--- src/rtl/uart_pkg.sv ---
// Shared types and constants for the UART core: FSM state encoding, LSR bit
// positions and the data width.
package uart_pkg;

  localparam int unsigned DATA_BITS = 8;

  localparam int unsigned LSR_DA  = 0;
  localparam int unsigned LSR_OE  = 1;
  localparam int unsigned LSR_PE  = 2;
  localparam int unsigned LSR_NFE = 3;

  typedef enum logic [2:0] {
    IDLE   = 3'd0,
    START  = 3'd1,
    DATA   = 3'd2,
    PARITY = 3'd3,
    STOP   = 3'd4
  } uart_state_e;

endpackage

--- src/rtl/uart_baud_gen.sv ---
// Free-running oversampling tick generator; b_tick is a single-clock pulse each
// time the counter wraps to zero.
module uart_baud_gen #(
  parameter int unsigned TICK_DIV = 326
) (
  input  logic clock,
  input  logic reset,
  output logic b_tick
);

  localparam int unsigned CNT_W = (TICK_DIV > 1) ? $clog2(TICK_DIV) : 1;
  localparam logic [CNT_W-1:0] CNT_LAST = CNT_W'(TICK_DIV - 1);

  logic [CNT_W-1:0] cnt_q;

  always_ff @(posedge clock or negedge reset) begin
    if (!reset) begin
      cnt_q  <= '0;
      b_tick <= 1'b0;
    end else if (cnt_q == CNT_LAST) begin
      cnt_q  <= '0;
      b_tick <= 1'b1;
    end else begin
      cnt_q  <= cnt_q + CNT_W'(1);
      b_tick <= 1'b0;
    end
  end

endmodule

--- src/rtl/uart_core.sv ---
// Full-duplex 8-bit UART with a shared baud generator, transmitter and 16x
// oversampling receiver. Define UART_PARITY_EN for 8E1 framing (default 8N1).
module uart_core
  import uart_pkg::*;
#(
  parameter int unsigned CLK_FREQ   = 50000000,
  parameter int unsigned BAUD_RATE  = 9600,
  parameter int unsigned OVERSAMPLE = 16
) (
  input  logic                 clock,
  input  logic                 reset,
  input  logic                 tx_start,
  input  logic [DATA_BITS-1:0] data_in,
  output logic                 tx,
  output logic                 tx_done_tick,
  output logic                 tx_busy,
  input  logic                 rx,
  input  logic                 fifo_full,
  input  logic                 clear_flags,
  output logic [DATA_BITS-1:0] data_out,
  output logic [7:0]           LSR,
  output logic                 b_tick
);

  localparam int unsigned TICK_DIV =
    (CLK_FREQ + (BAUD_RATE * OVERSAMPLE) / 2) / (BAUD_RATE * OVERSAMPLE);
  localparam int unsigned TICK_W = $clog2(OVERSAMPLE);
  localparam int unsigned BIT_W  = $clog2(DATA_BITS);
  localparam logic [TICK_W-1:0] LAST_TICK = TICK_W'(OVERSAMPLE - 1);
  localparam logic [TICK_W-1:0] MID_TICK  = TICK_W'(OVERSAMPLE / 2 - 1);
  localparam logic [BIT_W-1:0]  LAST_BIT  = BIT_W'(DATA_BITS - 1);

  uart_baud_gen #(.TICK_DIV(TICK_DIV)) u_baud_gen (
    .clock  (clock),
    .reset  (reset),
    .b_tick (b_tick)
  );

  // ---------------------------------------------------------------- transmitter
  uart_state_e          tx_state_q, tx_state_d;
  logic [TICK_W-1:0]    tx_tick_q, tx_tick_d;
  logic [BIT_W-1:0]     tx_bit_q, tx_bit_d;
  logic [DATA_BITS-1:0] tx_shreg_q, tx_shreg_d;
  logic                 tx_d, tx_done_d, tx_busy_d;
`ifdef UART_PARITY_EN
  logic                 tx_par_q, tx_par_d;
`endif

  always_ff @(posedge clock or negedge reset) begin
    if (!reset) begin
      tx_state_q   <= IDLE;
      tx_tick_q    <= '0;
      tx_bit_q     <= '0;
      tx_shreg_q   <= '0;
      tx           <= 1'b1;
      tx_done_tick <= 1'b0;
      tx_busy      <= 1'b0;
    end else begin
      tx_state_q   <= tx_state_d;
      tx_tick_q    <= tx_tick_d;
      tx_bit_q     <= tx_bit_d;
      tx_shreg_q   <= tx_shreg_d;
      tx           <= tx_d;
      tx_done_tick <= tx_done_d;
      tx_busy      <= tx_busy_d;
    end
  end

`ifdef UART_PARITY_EN
  always_ff @(posedge clock or negedge reset) begin
    if (!reset) tx_par_q <= 1'b0;
    else        tx_par_q <= tx_par_d;
  end
`endif

  always_comb begin
    tx_state_d = tx_state_q;
    tx_tick_d  = tx_tick_q;
    tx_bit_d   = tx_bit_q;
    tx_shreg_d = tx_shreg_q;
    tx_d       = tx;
    tx_done_d  = 1'b0;
    tx_busy_d  = tx_busy;
`ifdef UART_PARITY_EN
    tx_par_d   = tx_par_q;
`endif
    case (tx_state_q)
      IDLE: begin
        tx_d      = 1'b1;
        tx_busy_d = 1'b0;
        if (tx_start) begin
          tx_state_d = START;
          tx_tick_d  = '0;
          tx_shreg_d = data_in;
          tx_d       = 1'b0;
          tx_busy_d  = 1'b1;
`ifdef UART_PARITY_EN
          tx_par_d   = ^data_in;
`endif
        end
      end
      START: if (b_tick) begin
        if (tx_tick_q == LAST_TICK) begin
          tx_state_d = DATA;
          tx_tick_d  = '0;
          tx_bit_d   = '0;
          tx_d       = tx_shreg_q[0];
        end else tx_tick_d = tx_tick_q + TICK_W'(1);
      end
      DATA: if (b_tick) begin
        if (tx_tick_q == LAST_TICK) begin
          tx_tick_d  = '0;
          tx_shreg_d = tx_shreg_q >> 1;
          if (tx_bit_q == LAST_BIT) begin
`ifdef UART_PARITY_EN
            tx_state_d = PARITY;
            tx_d       = tx_par_q;
`else
            tx_state_d = STOP;
            tx_d       = 1'b1;
`endif
          end else begin
            tx_bit_d = tx_bit_q + BIT_W'(1);
            tx_d     = tx_shreg_q[1];
          end
        end else tx_tick_d = tx_tick_q + TICK_W'(1);
      end
`ifdef UART_PARITY_EN
      PARITY: if (b_tick) begin
        if (tx_tick_q == LAST_TICK) begin
          tx_state_d = STOP;
          tx_tick_d  = '0;
          tx_d       = 1'b1;
        end else tx_tick_d = tx_tick_q + TICK_W'(1);
      end
`endif
      STOP: if (b_tick) begin
        if (tx_tick_q == LAST_TICK) begin
          tx_state_d = IDLE;
          tx_tick_d  = '0;
          tx_done_d  = 1'b1;
          tx_busy_d  = 1'b0;
        end else tx_tick_d = tx_tick_q + TICK_W'(1);
      end
      default: tx_state_d = IDLE;
    endcase
  end

  // ------------------------------------------------------------------- receiver
  logic                 rx_meta, rx_sync, rx_prev;
  uart_state_e          rx_state_q, rx_state_d;
  logic [TICK_W-1:0]    rx_tick_q, rx_tick_d;
  logic [BIT_W-1:0]     rx_bit_q, rx_bit_d;
  logic [DATA_BITS-1:0] rx_shreg_q, rx_shreg_d;
  logic [DATA_BITS-1:0] data_out_d;
  logic                 da_q, da_d, oe_q, oe_d, nfe_q, nfe_d;
`ifdef UART_PARITY_EN
  logic                 pe_q, pe_d, rx_par_q, rx_par_d;
`endif

  // Synchronizer flops idle high so a reset never looks like a start edge.
  always_ff @(posedge clock or negedge reset) begin
    if (!reset) begin
      rx_meta    <= 1'b1;
      rx_sync    <= 1'b1;
      rx_prev    <= 1'b1;
      rx_state_q <= IDLE;
      rx_tick_q  <= '0;
      rx_bit_q   <= '0;
      rx_shreg_q <= '0;
      data_out   <= '0;
      da_q       <= 1'b0;
      oe_q       <= 1'b0;
      nfe_q      <= 1'b1;
    end else begin
      rx_meta    <= rx;
      rx_sync    <= rx_meta;
      rx_prev    <= rx_sync;
      rx_state_q <= rx_state_d;
      rx_tick_q  <= rx_tick_d;
      rx_bit_q   <= rx_bit_d;
      rx_shreg_q <= rx_shreg_d;
      data_out   <= data_out_d;
      da_q       <= da_d;
      oe_q       <= oe_d;
      nfe_q      <= nfe_d;
    end
  end

`ifdef UART_PARITY_EN
  always_ff @(posedge clock or negedge reset) begin
    if (!reset) begin
      pe_q     <= 1'b0;
      rx_par_q <= 1'b0;
    end else begin
      pe_q     <= pe_d;
      rx_par_q <= rx_par_d;
    end
  end
`endif

  always_comb begin
    rx_state_d = rx_state_q;
    rx_tick_d  = rx_tick_q;
    rx_bit_d   = rx_bit_q;
    rx_shreg_d = rx_shreg_q;
    data_out_d = data_out;
    da_d       = da_q;
    oe_d       = oe_q;
    nfe_d      = nfe_q;
`ifdef UART_PARITY_EN
    pe_d       = pe_q;
    rx_par_d   = rx_par_q;
`endif
    if (clear_flags) begin
      da_d = 1'b0;
      oe_d = 1'b0;
`ifdef UART_PARITY_EN
      pe_d = 1'b0;
`endif
    end
    case (rx_state_q)
      IDLE: if (rx_prev && !rx_sync) begin
        rx_state_d = START;
        rx_tick_d  = '0;
      end
      START: if (b_tick) begin
        if (rx_tick_q == MID_TICK) begin
          rx_tick_d  = '0;
          rx_bit_d   = '0;
          rx_state_d = rx_sync ? IDLE : DATA;
        end else rx_tick_d = rx_tick_q + TICK_W'(1);
      end
      DATA: if (b_tick) begin
        if (rx_tick_q == LAST_TICK) begin
          rx_tick_d  = '0;
          rx_shreg_d = {rx_sync, rx_shreg_q[DATA_BITS-1:1]};
          if (rx_bit_q == LAST_BIT) begin
`ifdef UART_PARITY_EN
            rx_state_d = PARITY;
`else
            rx_state_d = STOP;
`endif
          end else rx_bit_d = rx_bit_q + BIT_W'(1);
        end else rx_tick_d = rx_tick_q + TICK_W'(1);
      end
`ifdef UART_PARITY_EN
      PARITY: if (b_tick) begin
        if (rx_tick_q == LAST_TICK) begin
          rx_tick_d  = '0;
          rx_par_d   = rx_sync;
          rx_state_d = STOP;
        end else rx_tick_d = rx_tick_q + TICK_W'(1);
      end
`endif
      // Completion overrides a coincident clear_flags.
      STOP: if (b_tick) begin
        if (rx_tick_q == LAST_TICK) begin
          rx_tick_d  = '0;
          rx_state_d = IDLE;
          nfe_d      = rx_sync;
`ifdef UART_PARITY_EN
          if (^{rx_shreg_q, rx_par_q}) pe_d = 1'b1;
`endif
          if (da_q || fifo_full) oe_d = 1'b1;
          if (fifo_full) begin
            da_d = da_q;
          end else begin
            data_out_d = rx_shreg_q;
            da_d       = 1'b1;
          end
        end else rx_tick_d = rx_tick_q + TICK_W'(1);
      end
      default: rx_state_d = IDLE;
    endcase
  end

  always_comb begin
    LSR          = '0;
    LSR[LSR_DA]  = da_q;
    LSR[LSR_OE]  = oe_q;
    LSR[LSR_NFE] = nfe_q;
`ifdef UART_PARITY_EN
    LSR[LSR_PE]  = pe_q;
`else
    LSR[LSR_PE]  = 1'b0;
`endif
  end

endmodule

--- config.mk ---
export PLATFORM = sky130hd
export DESIGN_NAME = uart_core
export DESIGN_NICKNAME = d
export VERILOG_FILES = /design/src/rtl/uart_pkg.sv /design/src/rtl/uart_baud_gen.sv /design/src/rtl/uart_core.sv
export SDC_FILE = /design/constraint.sdc
export NUM_CORES = 1
export LEC_CHECK = 0
export ABC_AREA = 1
export CORE_UTILIZATION = 50
export CTS_CLUSTER_SIZE = 28
export DETAILED_ROUTE_END_ITERATION = 10
export HOLD_SLACK_MARGIN = 0.12
export PLACE_DENSITY = 0.75
export SYNTH_ARGS = -nofsm -noshare
export SYNTH_HDL_FRONTEND = slang
export SYNTH_SLANG_ARGS = --single-unit
--- constraint.sdc ---
create_clock -name clock -period 1.6 [get_ports clock]
set_clock_uncertainty 0.1 [all_clocks]
set_input_delay 0.32 -clock clock [delete_from_list [all_inputs] [get_ports clock]]
set_output_delay 0.32 -clock clock [all_outputs]
set_load 0.01 [all_outputs]
## Word-level counts from Yosys, hierarchy flattened

Index checks and enable logic that the tools add are counted.

- Bits of input ports: 14
- Output and inout bits: 20
- Word-level logic and storage cells: 154
- Flip-flop bits (word level): 63

- Equality and inequality tests: 33
- Bitwise operators: 1
- Muxes and demuxes: 69
- $add $sub $neg: 5
- Reductions and logical operators: 26

Operator list:

| cell | number |
|---|---|
| $mux 3 | 24 |
| $mux 4 | 8 |
| $mux 8 | 3 |
| $ne 2x2->1 const B | 12 |
| $pmux 3 s4 | 2 |
| $mux 1 | 23 |
| $ne 2x1->1 const B | 8 |
| $pmux 8 s2 | 1 |
| $reduce_and 8->1 | 2 |
| $eq 3x3->1 const B | 4 |
| $pmux 3 s2 | 2 |
| $pmux 4 s3 | 1 |
| $reduce_and 3->1 | 4 |
| $reduce_and 4->1 | 3 |
| $reduce_and 6->1 | 2 |
| $reduce_bool 2->1 | 5 |
| $add 9x1->9 const B | 1 |
| $eq 9x9->1 const B | 1 |
| $mux 9 | 1 |
| $add 4x1->4 const B | 2 |
| $eq 4x4->1 const B | 2 |
| $pmux 4 s2 | 1 |
| $add 3x1->3 const B | 2 |
| $eq 3x1->1 const B | 2 |
| other kinds (15) | 18 |

## Longest topological paths before layout

Gate-level depths: netlist of the first run.

- Depth after elaboration: 5
- Mapped depth: 10
- Mapped depth without buffers: 10

## By module

From an unflattened synthesis of the first run, not the netlist that was laid out.

- Cell total of the unflattened synthesis: 412
- Area total of the unflattened synthesis: 3246.9 um^2

By module, submodules not included:

| module | sequential area each (um^2) | times used | area each (um^2) | cells each |
|---|---|---|---|---|
| uart_core | 1332.5 | 1 | 2745.1 | 347 |
| uart_baud_gen | 250.2 | 1 | 501.7 | 65 |

## Least setup slack after synthesis of the first run

No wires, ideal clock.

- Path kind: reg-to-reg
- Start: reg rx_tick_q[0]
- End: reg data_out[7]
- Stages on the path, launching flop included: 10
- Required time: 1.383 ns
- Library setup time: 0.117 ns
- Data arrival time: 1.481 ns
- Path slack: -0.098 ns
- Path buffers: 2
- Cells stage by stage: dfrtp_1 -> ha_1 -> nand3_4 -> nor2_4 -> nand2_2 -> or2_1 -> buf_6 -> buf_12 -> nand2_2 -> o21ai_2

- Word-level cells in the longest chain between the ends: 2

Ends and longest elaborated chain:

| item | RTL line | text |
|---|---|---|
| from (decl) | uart_core.sv:152 | `logic [TICK_W-1:0] rx_tick_q, rx_tick_d;` |
| from (signal assigned) | uart_core.sv:180 | `rx_tick_q <= rx_tick_d;` |
| $eq 4x4->1 | uart_core.sv:258 | `if (rx_tick_q == LAST_TICK) begin` |
| $reduce_and 4->1 (no line) | - |  |
| to (signal assigned) | uart_core.sv:183 | `data_out <= data_out_d;` |
| to (decl) | uart_core.sv:20 | `output logic [DATA_BITS-1:0] data_out,` |

No other way between the ends.
A chain may end at the register's enable or synchronous reset.

## Final worst setup path of the first run

- Start: reg tx_tick_q[0]
- End: reg tx_shreg_q[5]

- Word-level cells in the longest chain between the ends: 3

Ends and longest elaborated chain:

| item | RTL line | text |
|---|---|---|
| from (decl) | uart_core.sv:41 | `logic [TICK_W-1:0] tx_tick_q, tx_tick_d;` |
| from (signal assigned) | uart_core.sv:60 | `tx_tick_q <= tx_tick_d;` |
| $eq 4x4->1 | uart_core.sv:111 | `if (tx_tick_q == LAST_TICK) begin` |
| $ne 2x2->1 (no line) | - |  |
| $reduce_and 4->1 (no line) | - |  |
| to (signal assigned) | uart_core.sv:62 | `tx_shreg_q <= tx_shreg_d;` |
| to (decl) | uart_core.sv:43 | `logic [DATA_BITS-1:0] tx_shreg_q, tx_shreg_d;` |

No other way between the ends.

==> impl_metrics.ini, run 1 <==
[grt]
antenna_found_initial = 0
grt_usage_pct = 20.7
first_global_vias = 2526
grt_pass1_wl_um = 10500
grt-ovfl-total = 0
grt_max_degree = 64

[logic_synthesis]
synth_cells = 403
syn_area_um2 = 3220
synth-seq-cells = 63
syn_avg_cell_area_um2 = 8.00
yosys_warnings = 0
synthDistinctLibCells = 31
seq_area_frac_synth_pct = 49.1

[min_path]
hold_class = reg2reg

[drt]
drt-pass1-iter-count = 5
avgRoutedWirePerCell_um = 12.0
drt_iter0_drc = 143
antenna_left = 0
avgViaCountPerCell = 5.03
drc = 0
num_vias = 2728
routed_wl_um = 6490

[power_and_ir_drop]
power.switching_uw = 1280
p_per_area_nw_per_um2 = 1040
power_frac_comb_pct = 22.0
irDropWorstVdd_mv = 0.623
power_report.internal_total_uw = 2950
power_frac_seq_pct = 41.0
pwr-share-clk_pct = 37.1
swShare_pct = 30.2
p_leak_uw = 0.00209

[timing]
setup_ws_ns = 0.00103
slew_viol_final = 0
finalSetupViolations = 0
clock.fmax_mhz = 625
finalHoldViolations = 0
finalCriticalPeriod_ns = 1.60
rsz0062_at_grt = true
fin_crit_sh_pct = 99.9

[worst_setup_path]
end_kind = flip-flop
r2r_slack_ns = 0.001
path_cells = ha_2 -> nand4_1 -> o21ai_2 -> buf_6 -> o21ai_0
path_max_fanout = 9
cp.arrival_ns = 1.73
cp-start-kind = flip-flop
cp.required_ns = 1.73
endpoint = tx_shreg_q[5]$_DFFE_PN0P_
r2r_cells = 5
max_stage_delay_ns = 0.40
slowest_stage = dfrtp_1
crit_type = reg2reg
timing.rr.start = tx_tick_q[0]$_DFFE_PN0P_
r2r_end = tx_shreg_q[5]$_DFFE_PN0P_
critPathLaunch = tx_tick_q[0]$_DFFE_PN0P_

[die]
num_rows = 28
die_y_um = 82.3
die_w_um = 82.3
initial_core_util_pct = 53.2
core_area_um2 = 6060
die_area_um2 = 6770
io_pins = 34

[clock_network]
cts_buffers = 9
cts.htree.levels = 3
cts_tree = yes
clock_latency_ns = 0.35
root_buffer = clkbuf_8
clock_path_buffers = 2
clk_pin_slew_ns = 0.07
cts_sinks = 63

[finish]
finalInstanceArea_um2 = 4060
fill_cells = 506
final_nets = 484
seq_area_um2 = 1580
multi_input_area_um2 = 1460
area_growth_pct = 26.0
instances_no_fill = 542
drive_gt1_share_pct = 19.1
antenna_cells = 0

[place]
postPlaceCellArea_um2 = 3710
dp_hpwl_um = 4340
placedCellCount = 519
io_buffers = 28
gp_congestion = 0.871
pre_cts_ws_ns = 0.0236

[flow_run]
cap_violations = 0

[outcome]
status = finished clean
-- power groups by stage --
stage	sequential [uW]	combinational, uW	clock, uW
floorplan	1760	520	0
global placement	1760	830	0
detailed placement	1760	846	0
CTS	1730	844	1580
global route	1740	1040	1640
finish	1730	929	1570
-- final cells by class --
| class | instances | area share, % |
|---|---|---|
| clock buffer | 11 | 3.48 |
| clock inverter | 5 | 2.00 |
| multi-input combinational | 278 | 36.0 |
| inverter | 54 | 5.08 |
| sequential | 63 | 39.0 |
| timing repair buffer | 56 | 12.1 |
| tap | 75 | 2.31 |
-- through the flow --
stage	power, uW	setup TNS [ns]	hold slack (ns)	util (%)
6_report	4230	0	0.267	67.0
3_5_place_dp	2610	0	0.252	61.2
5_1_grt	4430	-1.26	0.270	67.0
4_1_cts	4160	0	0.263	64.9
3_3_place_gp	2590	0	0.257	61.2
2_1_floorplan	2280	-0.0352	-0.0756	-
-- how the worst min path moves through the flow --
stage | startpoint | endpoint | slack [ns] | cells after the start
floorplan | reset | da_q$_DFFE_PN0P_ | -0.08 | 0
global placement | reset | data_out[3]$_DFFE_PN0P_ | 0.26 | 2
detailed placement | reset | data_out[5]$_DFFE_PN0P_ | 0.25 | 2
CTS | rx | rx_meta$_DFF_PN1_ | 0.26 | 1
global route | rx_meta$_DFF_PN1_ | rx_sync$_DFF_PN1_ | 0.27 | 0
finish | rx_meta$_DFF_PN1_ | rx_sync$_DFF_PN1_ | 0.27 | 0
-- repair_timing --
action,CTS,global route
endpoints found under the hold margin,58,0
hold buffers,1,0
buffers inserted,1,4
endpoints found under the setup margin,15,36
gates cloned,0,2
resized for setup,15,39
pin swaps,0,10
-- Yosys cell counts (all sizes together) --
library cell	number	area [um^2]
a21boi	1	7.51
a21oi	4	20.0
buf	12	101
clkbuf	2	7.51
conb	1	3.75
dfrtp	58	1450
dfstp	5	131
ha	8	100
inv	54	203
mux2i	1	10.0
nand2	125	474
nand3	45	238
nand3b	1	7.51
nand4	7	43.8
nor2	29	116
nor3	2	10.0
nor3b	1	7.51
o21ai	39	229
o22ai	1	6.26
or2	2	12.5
xnor2	2	17.5
xor2	3	26.3
-- placed cells by master (no fill, tap or decap), drive strengths merged, types with 2 or more instances in the layout --
cell type	count
nand2	125
dfrtp	58
inv	53
nand3	45
o21ai	39
nor2	29
buf	28
dlygate4sd2	15
clkdlybuf4s50	12
clkbuf	11
ha	8
nand4	7
conb	5
dfstp	5
a21oi	4
or2	4
xor2	3
nor3	2
clkinvlp	2
xnor2	2
bufinv	2
clkinv	2
-- cells by family after synthesis --
| group | share of synthesized area (%) |
|---|---|
| and+or+nand+nor | 28.2 |
| buffers and inverters | 9.66 |
| DFF | 49.1 |
| AOI/OAI and AO/OA | 8.15 |
| adders and majority gates | 3.10 |
| xor gates and xnor gates | 1.36 |
| other | 0.116 |
| muxes | 0.310 |
-- per-layer routing --
metal  share of wire (%)  vias to the layer above  global-route usage [%]
met5                   0                        -                       0
met4                 2.1                        0                    11.1
met3                 3.8                       13                    5.38
met2                  48                       60                    32.7
met1                  46                     1272                    25.8
li1                    -                     1383                       -
-- worst max-delay path: cells and delay by family (launching register included) --
family | cells | cell delay, ns
compound gates | 2 | 0.36
simple gates | 1 | 0.24
buf+inv | 1 | 0.16
flops | 1 | 0.40
fa+ha+maj | 1 | 0.22
-- flip-flops by register name, indices dropped and copies added (netlist names) --
register / count
tx: 1
u_baud_gen.b_tick: 1
tx_bit_q: 3
oe_q: 1
tx_done_tick: 1
tx_shreg_q: 8
data_out: 8
rx_bit_q: 3
rx_state_q: 3
tx_state_q: 3
nfe_q: 1
rx_prev: 1
u_baud_gen.cnt_q: 9
rx_sync: 1
tx_tick_q: 4
rx_meta: 1
tx_busy: 1
rx_tick_q: 4
da_q: 1
rx_shreg_q: 8
No activity file was read; power rests on OpenSTA's default activity.
==> inputs of run 2 (changes only) <==
--- a/config.mk
+++ b/config.mk
@@ -7,7 +7,7 @@
 export LEC_CHECK = 0
 export ABC_AREA = 1
 export CORE_UTILIZATION = 50
-export CTS_CLUSTER_SIZE = 28
+export CTS_CLUSTER_SIZE = 14
 export DETAILED_ROUTE_END_ITERATION = 10
 export HOLD_SLACK_MARGIN = 0.12
 export PLACE_DENSITY = 0.75
==> results of run 2 <==
Final layout, timing and power as in run 1 (identical DEF).
==> inputs of run 3 (changes only) <==
--- a/config.mk
+++ b/config.mk
@@ -9,6 +9,7 @@
 export CORE_UTILIZATION = 50
 export CTS_CLUSTER_SIZE = 14
 export DETAILED_ROUTE_END_ITERATION = 10
+export GPL_ROUTABILITY_DRIVEN = 0
 export HOLD_SLACK_MARGIN = 0.12
 export PLACE_DENSITY = 0.75
 export SYNTH_ARGS = -nofsm -noshare
==> results of run 3 <==
Final layout, timing and power as in run 1 (identical DEF).
